**src/rtl/p_fetch_if.sv**
```systemverilog
// p_fetch_if: the handshake and bus signals of the fetch stage.
//   imem_*     : single-outstanding instruction memory read port
//   insn_*     : valid/ready instruction hand-off to decode
//   redirect*  : restart strobe and target from execute
//   busy       : fetch stage is waiting on memory or holding an instruction
// master = fetch stage, slave = its environment (memory, decode, execute).
interface p_fetch_if #(
  parameter int ADDR_W = 12
);
  logic              imem_req;
  logic [ADDR_W-1:0] imem_addr;
  logic              imem_ack;
  logic [31:0]       imem_rdata;
  logic              insn_valid;
  logic              insn_ready;
  logic [31:0]       insn_data;
  logic [4:0]        insn_opcode;
  logic [ADDR_W-1:0] insn_pc;
  logic              redirect;
  logic [ADDR_W-1:0] redirect_pc;
  logic              busy;

  modport master (
    output imem_req, imem_addr, insn_valid, insn_data, insn_opcode, insn_pc, busy,
    input  imem_ack, imem_rdata, insn_ready, redirect, redirect_pc
  );

  modport slave (
    input  imem_req, imem_addr, insn_valid, insn_data, insn_opcode, insn_pc, busy,
    output imem_ack, imem_rdata, insn_ready, redirect, redirect_pc
  );
endinterface

```
**src/rtl/p_fetch.sv**
```systemverilog
// p_fetch: instruction fetch/issue stage.
// Holds the PC, issues one read at a time to instruction memory, presents the
// returned word (plus opcode field and PC) to decode over valid/ready, and
// restarts on redirect while dropping any wrong-path read still in flight.
// Ports:
//   clock  : system clock, rising edge
//   resetn : asynchronous active-low reset
//   bus    : p_fetch_if.master (imem, insn, redirect, busy)
// All outputs are registered; insn_opcode is a field of the held word.
module p_fetch #(
  parameter int                ADDR_W   = 12,
  parameter logic [ADDR_W-1:0] RESET_PC = '0
) (
  input  logic      clock,
  input  logic      resetn,
  p_fetch_if.master bus
);

  typedef enum logic [1:0] {S_IDLE, S_FETCH, S_WAIT, S_HOLD} state_e;

  state_e            state_q, state_d;
  logic [ADDR_W-1:0] pc_q, pc_d;
  logic              disc_q, disc_d;   // in-flight read is wrong-path
  logic              cap;              // capture returned word this cycle
  logic              req_q;
  logic [ADDR_W-1:0] addr_q;
  logic              valid_q;
  logic [31:0]       data_q;
  logic [ADDR_W-1:0] ipc_q;
  logic              busy_q;

  always_comb begin
    state_d = state_q;
    pc_d    = pc_q;
    disc_d  = disc_q;
    cap     = 1'b0;
    case (state_q)
      S_IDLE:  state_d = S_FETCH;
      S_FETCH: begin
        // The request still goes out; its data is marked for dropping.
        state_d = S_WAIT;
        if (bus.redirect) begin
          disc_d = 1'b1;
          pc_d   = bus.redirect_pc;
        end
      end
      S_WAIT: begin
        if (bus.imem_ack) begin
          state_d = S_FETCH;
          disc_d  = 1'b0;
          if (bus.redirect) begin
            pc_d = bus.redirect_pc;
          end else if (!disc_q) begin
            cap     = 1'b1;
            pc_d    = pc_q + 1'b1;   // wraps modulo 2^ADDR_W
            state_d = S_HOLD;
          end
        end else if (bus.redirect) begin
          disc_d = 1'b1;
          pc_d   = bus.redirect_pc;
        end
      end
      S_HOLD: begin
        // Redirect withdraws the held word even if decode is ready.
        if (bus.redirect) begin
          pc_d    = bus.redirect_pc;
          state_d = S_FETCH;
        end else if (bus.insn_ready) begin
          state_d = S_FETCH;
        end
      end
      default: state_d = S_IDLE;
    endcase
  end

  // Outputs are derived from the next state so they line up with it.
  always_ff @(posedge clock or negedge resetn) begin
    if (!resetn) begin
      state_q <= S_IDLE;
      pc_q    <= RESET_PC;
      disc_q  <= 1'b0;
      req_q   <= 1'b0;
      addr_q  <= '0;
      valid_q <= 1'b0;
      data_q  <= '0;
      ipc_q   <= '0;
      busy_q  <= 1'b0;
    end else begin
      state_q <= state_d;
      pc_q    <= pc_d;
      disc_q  <= disc_d;
      req_q   <= (state_d == S_FETCH);
      if (state_d == S_FETCH) addr_q <= pc_d;
      valid_q <= (state_d == S_HOLD);
      busy_q  <= (state_d == S_WAIT) || (state_d == S_HOLD);
      if (cap) begin
        data_q <= bus.imem_rdata;
        ipc_q  <= pc_q;
      end
    end
  end

  assign bus.imem_req    = req_q;
  assign bus.imem_addr   = addr_q;
  assign bus.insn_valid  = valid_q;
  assign bus.insn_data   = data_q;
  assign bus.insn_opcode = data_q[31:27];
  assign bus.insn_pc     = ipc_q;
  assign bus.busy        = busy_q;

endmodule
```
**src/flat_wrapper.sv**
```systemverilog
// flat-port wrapper written by rule: the top's interface ports become plain ports
module p_fetch_flat 
#(
  parameter int                ADDR_W   = 12,
  parameter logic [ADDR_W-1:0] RESET_PC = '0
)
  (clock, resetn, bus_imem_req, bus_imem_addr, bus_insn_valid, bus_insn_data, bus_insn_opcode, bus_insn_pc, bus_busy, bus_imem_ack, bus_imem_rdata, bus_insn_ready, bus_redirect, bus_redirect_pc);
  p_fetch_if #(.ADDR_W(ADDR_W)) bus_i ();
  input  logic clock;
  input  logic resetn;
  output wire logic [$bits(bus_i.imem_req)-1:0] bus_imem_req;
  output wire logic [$bits(bus_i.imem_addr)-1:0] bus_imem_addr;
  output wire logic [$bits(bus_i.insn_valid)-1:0] bus_insn_valid;
  output wire logic [$bits(bus_i.insn_data)-1:0] bus_insn_data;
  output wire logic [$bits(bus_i.insn_opcode)-1:0] bus_insn_opcode;
  output wire logic [$bits(bus_i.insn_pc)-1:0] bus_insn_pc;
  output wire logic [$bits(bus_i.busy)-1:0] bus_busy;
  input wire logic [$bits(bus_i.imem_ack)-1:0] bus_imem_ack;
  input wire logic [$bits(bus_i.imem_rdata)-1:0] bus_imem_rdata;
  input wire logic [$bits(bus_i.insn_ready)-1:0] bus_insn_ready;
  input wire logic [$bits(bus_i.redirect)-1:0] bus_redirect;
  input wire logic [$bits(bus_i.redirect_pc)-1:0] bus_redirect_pc;
  assign bus_imem_req = bus_i.imem_req;
  assign bus_imem_addr = bus_i.imem_addr;
  assign bus_insn_valid = bus_i.insn_valid;
  assign bus_insn_data = bus_i.insn_data;
  assign bus_insn_opcode = bus_i.insn_opcode;
  assign bus_insn_pc = bus_i.insn_pc;
  assign bus_busy = bus_i.busy;
  assign bus_i.imem_ack = bus_imem_ack;
  assign bus_i.imem_rdata = bus_imem_rdata;
  assign bus_i.insn_ready = bus_insn_ready;
  assign bus_i.redirect = bus_redirect;
  assign bus_i.redirect_pc = bus_redirect_pc;
  p_fetch #(.ADDR_W(ADDR_W), .RESET_PC(RESET_PC)) u_core (.clock(clock), .resetn(resetn), .bus(bus_i));
endmodule
```
**config.mk**
```make
export PLATFORM = sky130hd
export DESIGN_NAME = p_fetch_flat
export DESIGN_NICKNAME = d
export VERILOG_FILES = /design/src/rtl/p_fetch_if.sv /design/src/rtl/p_fetch.sv /design/src/flat_wrapper.sv
export SDC_FILE = /design/constraint.sdc
export NUM_CORES = 1
export LEC_CHECK = 0
export CAP_MARGIN = 20
export CELL_PAD_IN_SITES_DETAIL_PLACEMENT = 1
export CELL_PAD_IN_SITES_GLOBAL_PLACEMENT = 1
export CORE_AREA = 2 2 133 83
export DETAILED_ROUTE_END_ITERATION = 16
export DIE_AREA = 0 0 135 85
export PLACE_DENSITY = 0.77
export SYNTH_ARGS = -nofsm -noshare
export SYNTH_HDL_FRONTEND = slang
export SYNTH_SLANG_ARGS = --single-unit
```
**constraint.sdc**
```tcl
create_clock -name clock -period 2.49 [get_ports clock]
set_clock_uncertainty 0.1 [all_clocks]
set_input_delay 0.249 -clock clock [delete_from_list [all_inputs] [get_ports clock]]
set_output_delay 0.249 -clock clock [all_outputs]
set_load 0.1 [all_outputs]
```
Word-level counts from Yosys, hierarchy flattened
Cells that the tools add are included.

cells by class
  eq/ne operators = 6
  multiplexer cells = 18
  add/sub/neg operators = 1
  reduce and logical (&&, ||, !) cells = 4

operator list
  operator               number
  $mux 12                4
  $pmux 12 s2            1
  $add 12x1->12 const B  1
  $mux 2                 5
  $eq 2x2->1 const B     4
  $pmux 2 s4             1
  $mux 1                 6
  $eq 2x1->1 const B     2
  $logic_not 2->1        1
  $pmux 1 s2             1
  $reduce_bool 2->1      1
  $reduce_or 2->1        1
  $logic_or 1x1->1       1

storage, ports and cells
  output and inout port bits = 64
  flip-flop bits (word level) = 74
  input port bits = 49

Depth between registers and ports, before layout
  depth in word-level cells = 6
  mapped depth = 8
  depth with buffers taken out = 7

Least setup slack after synthesis
No wires, ideal clock.

  path type = reg-to-reg
  start = register u_core.state_q[1]
  end = register u_core.addr_q[7] (netlist: u_core.bus.imem_addr[7])
  cell stages (with the launch flop) = 7
  data arrival time = 1.878 ns
  path buffers = 1
  path slack = 0.386 ns
  cell sequence = dfrtp_1 -> ha_1 -> buf_6 -> or4b_4 -> nor4_2 -> a211oi_2 -> mux2_4

RTL lines
  item                                             RTL line       RTL
  start, declared                                  p_fetch.sv:21  state_e state_q, state_d;
  start signal, assigned                           p_fetch.sv:89  state_q <= state_d;
  $eq 2x1->1 / $eq 2x2->1 (equally long branches)  p_fetch.sv:37  case (state_q)
  $reduce_or 2->1 (no source line)                 -
  $pmux 12 s2 (*)                                  p_fetch.sv:37
  via u_core.pc_d[7]                               p_fetch.sv:22  logic [ADDR_W-1:0] pc_q, pc_d;
  end signal, assigned                             p_fetch.sv:93  if (state_d == S_FETCH) addr_q <= pc_d;
  end, declared                                    p_fetch.sv:26  logic [ADDR_W-1:0] addr_q;

Mark *: on every way through the listed nets, which the timed path passes. The rest lies on a longest branch.
A chain may end at the register's enable or synchronous reset.

Worst setup path in the final report
Same ends and word-level chain as after synthesis.

==> qor.csv <==
stage;metric;value;unit
run_status;status;complete, no violations;
sta;fmax;434;MHz
sta;minimum clock period;2300;ps
cells_and_area;fillers;1100;
synth;top_reg_cell synth;dfrtp_1;
clock_tree;CTS sink cnt;74;
detailed_routing;via count;2873;
setup_path;worst reg2reg path startpoint;u_core.state_q[1];
place;IO Port Bufs;112;
synth;Synth Cell Area;0.00362;sq mm
setup_path;Max FO, Critical Path;10;
detailed_routing;DRC violations left;0;
global_routing;vias in the first global route;3066;
sta;crit share post-route;0.925;
cells_and_area;most common cell after layout, fill and taps aside;buf_4;
setup_path;R2R setup slack;190;ps
run;max_cap viols;0;
synth;post-synthesis sequential area ratio;0.511;
setup_path;cell count of the worst reg-to-reg path;6;
detailed_routing;iteration-0 DRC count of the detailed router;90;
setup_path;CP Launch Type;register;
die;number of I/O pins;113;
sta;RSZ-0062 raised after global routing;no;
detailed_routing;total wire length;10300;microns
die;Die Y;85;microns
clock_tree;setup bufs post-CTS;0;
detailed_routing;routed wire length per instance;18.2;microns
synth;number of synthesized register bits;74;
global_routing;initial antenna violation count;0;
clock_tree;clock latency on the worst-skew pair;330;ps
setup_path;crit path kind;register to register;
cells_and_area;area grow syn2layout;39.7;%
sta;Fin Setup TNS;0;ps
cells_and_area;Antenna Cells;0;
sta;number of hold violations in the final report;0;
clock_tree;TritonCTS Buffers;9;
worst_hold_path;worst hold path class;input pin to async pin;
global_routing;GR Overflow Total;0;
die;DIE WIDTH;135;microns
place;routability cong.;0.830;
detailed_routing;Detail Route Antenna Nets;0;
sta;Max Slew Vio Count;0;
clock_tree;CTS tree;built;
global_routing;pin count of the biggest net entering global routing;46;
cells_and_area;layout cells sized above 1;0.378;
setup_path;critical path required time;2610;ps
clock_tree;Root Buffer;clkbuf_16;
synth;syn nets;358;
clock_tree;H-Tree Depth;3;
synth;number of synthesis warnings;0;
global_routing;gr usage total;0.188;
setup_path;end of the worst register-to-register path;u_core.bus.imem_addr[7];
synth;Synth Instances;304;
clock_tree;CTS max path bufs;2;
sta;Slew headroom;0.593;
synth;syn avg cell area;11.9;sq um
synth;Post-synth ARST share;1.00;
die;die area;0.0115;sq mm
setup_path;CP Capture Type;register;
cells_and_area;most frequent cells in the layout;buf_4, dfrtp_1, mux2_2, clkdlybuf4s50_1, nand2_1;
die;Core ar.;0.0103;sq mm
place;placed wire-length estimate;7540;microns
sta;actual slew at the worst max-slew pin;611;ps
die;number of cell rows;29;
sta;final setup vio count;0;
synth;Post-synth EDFFs;0;
setup_path;WP data arrival;2420;ps
clock_tree;Clk pin slew, worst setup/hold paths;60;ps
synth;Synth cell types;61;
detailed_routing;first-pass iteration count of the detailed router;4;
global_routing;first-pass GRT wire length;16700;microns
die;Initial Util;0.351;
cells_and_area;nets@finish;472;
detailed_routing;vias per inst;5.11;
-- how the worst max path moves through the flow --
| stage | start | end | slack (ps) | depth (start not counted) |
|---|---|---|---|---|
| 2_1_floorplan | u_core.state_q[1] | u_core.bus.imem_addr[7] | 390 | 6 |
| 3_3_place_gp | u_core.state_q[1] | u_core.bus.imem_addr[4] | 100 | 6 |
| 3_5_place_dp | bus_imem_ack | u_core.bus.imem_addr[7] | 110 | 5 |
| 4_1_cts | u_core.state_q[1] | u_core.bus.imem_addr[4] | 80 | 6 |
| 5_1_grt | u_core.state_q[1] | u_core.bus.imem_addr[6] | 30 | 7 |
| 6_report | u_core.state_q[1] | u_core.bus.imem_addr[7] | 190 | 6 |
-- synthesized netlist by cell type, types with 3 or more instances --
master	count	area share
dfrtp_1	74	0.51
mux2_2	51	0.16
buf_2	16	0.022
nand2_1	14	0.015
nor2_1	13	0.013
a21oi_1	12	0.017
inv_1	10	0.010
nand2b_1	9	0.016
nor2b_1	9	0.016
a31oi_1	7	0.012
buf_4	5	0.010
ha_1	5	0.017
nand4_1	5	0.0086
o22ai_1	4	0.0069
a221oi_1	3	0.0073
and3_1	3	0.0052
nor4_1	3	0.0052
o21a_1	3	0.0062
o31ai_1	3	0.0062
or2_2	3	0.0052
-- layer usage --
layer  vias up  wire (microns)  GRT usage
met3         9             641     0.0544
met5         -               0          0
li1       1346               -          -
met2        90            4590      0.286
met1      1428            4960      0.271
met4         0              68     0.0360
-- through the flow --
step / instances / instance area, sq um / worst slack, ps / hold WS, ps / util
2_1_floorplan: 304 / 3620 / 386 / -147 / -
3_3_place_gp: 545 / 4760 / 98.7 / 190 / 0.462
3_5_place_dp: 545 / 4760 / 109 / 199 / 0.462
4_1_cts: 562 / 5060 / 82.4 / 404 / 0.491
5_1_grt: 562 / 5060 / 31.7 / 419 / 0.491
6_report: 562 / 5060 / 187 / 397 / 0.491
-- final cells by class --
cell class                 instances  area (sq um)  share of cell area
multi-input combinational        195          1590               0.314
tap                              139           174              0.0344
sequential                        74          1850               0.366
clock inverter                     3          21.3             0.00420
inverter                          10          37.5             0.00742
clock buffer                      13           270              0.0534
timing repair buffer             128          1120               0.221
-- state kept, by name, summed over array words and instances (netlist names) --
register / flops
u_core.bus.insn_pc: 12
u_core.pc_q: 12
u_core.bus.insn_data: 32
u_core.bus.imem_addr: 12
u_core.bus.busy: 1
u_core.disc_q: 1
u_core.bus.imem_req: 1
u_core.bus.insn_valid: 1
u_core.state_q: 2
-- what timing repair did --
action	4_1_cts	5_1_grt
hold buffers	1	0
setup endpoints to repair	0	2
resized for setup	0	2
hold endpoints to repair	44	0
-- kinds of logic (layout without fill, tap and decap cells) --
logic type	after synthesis	in the layout	synth area share
AOI/OAI and AO/OA	55	55	0.112
and+or+nand+nor	82	82	0.143
muxes	53	53	0.166
DFF	74	74	0.511
adders and majority gates	5	5	0.0173
buffers and inverters	35	154	0.0511
-- critical path: stages, from the launching register on --
cell      delay, ps
dfrtp_1         480
inv_1           100
ha_1            320
or4b_4          540
nor4_2          320
a211oi_2         70
mux2_4          260
Power is left out: the tool's default activity adds up to more than one toggle a clock period on the data nets, which glitch-free logic cannot reach.
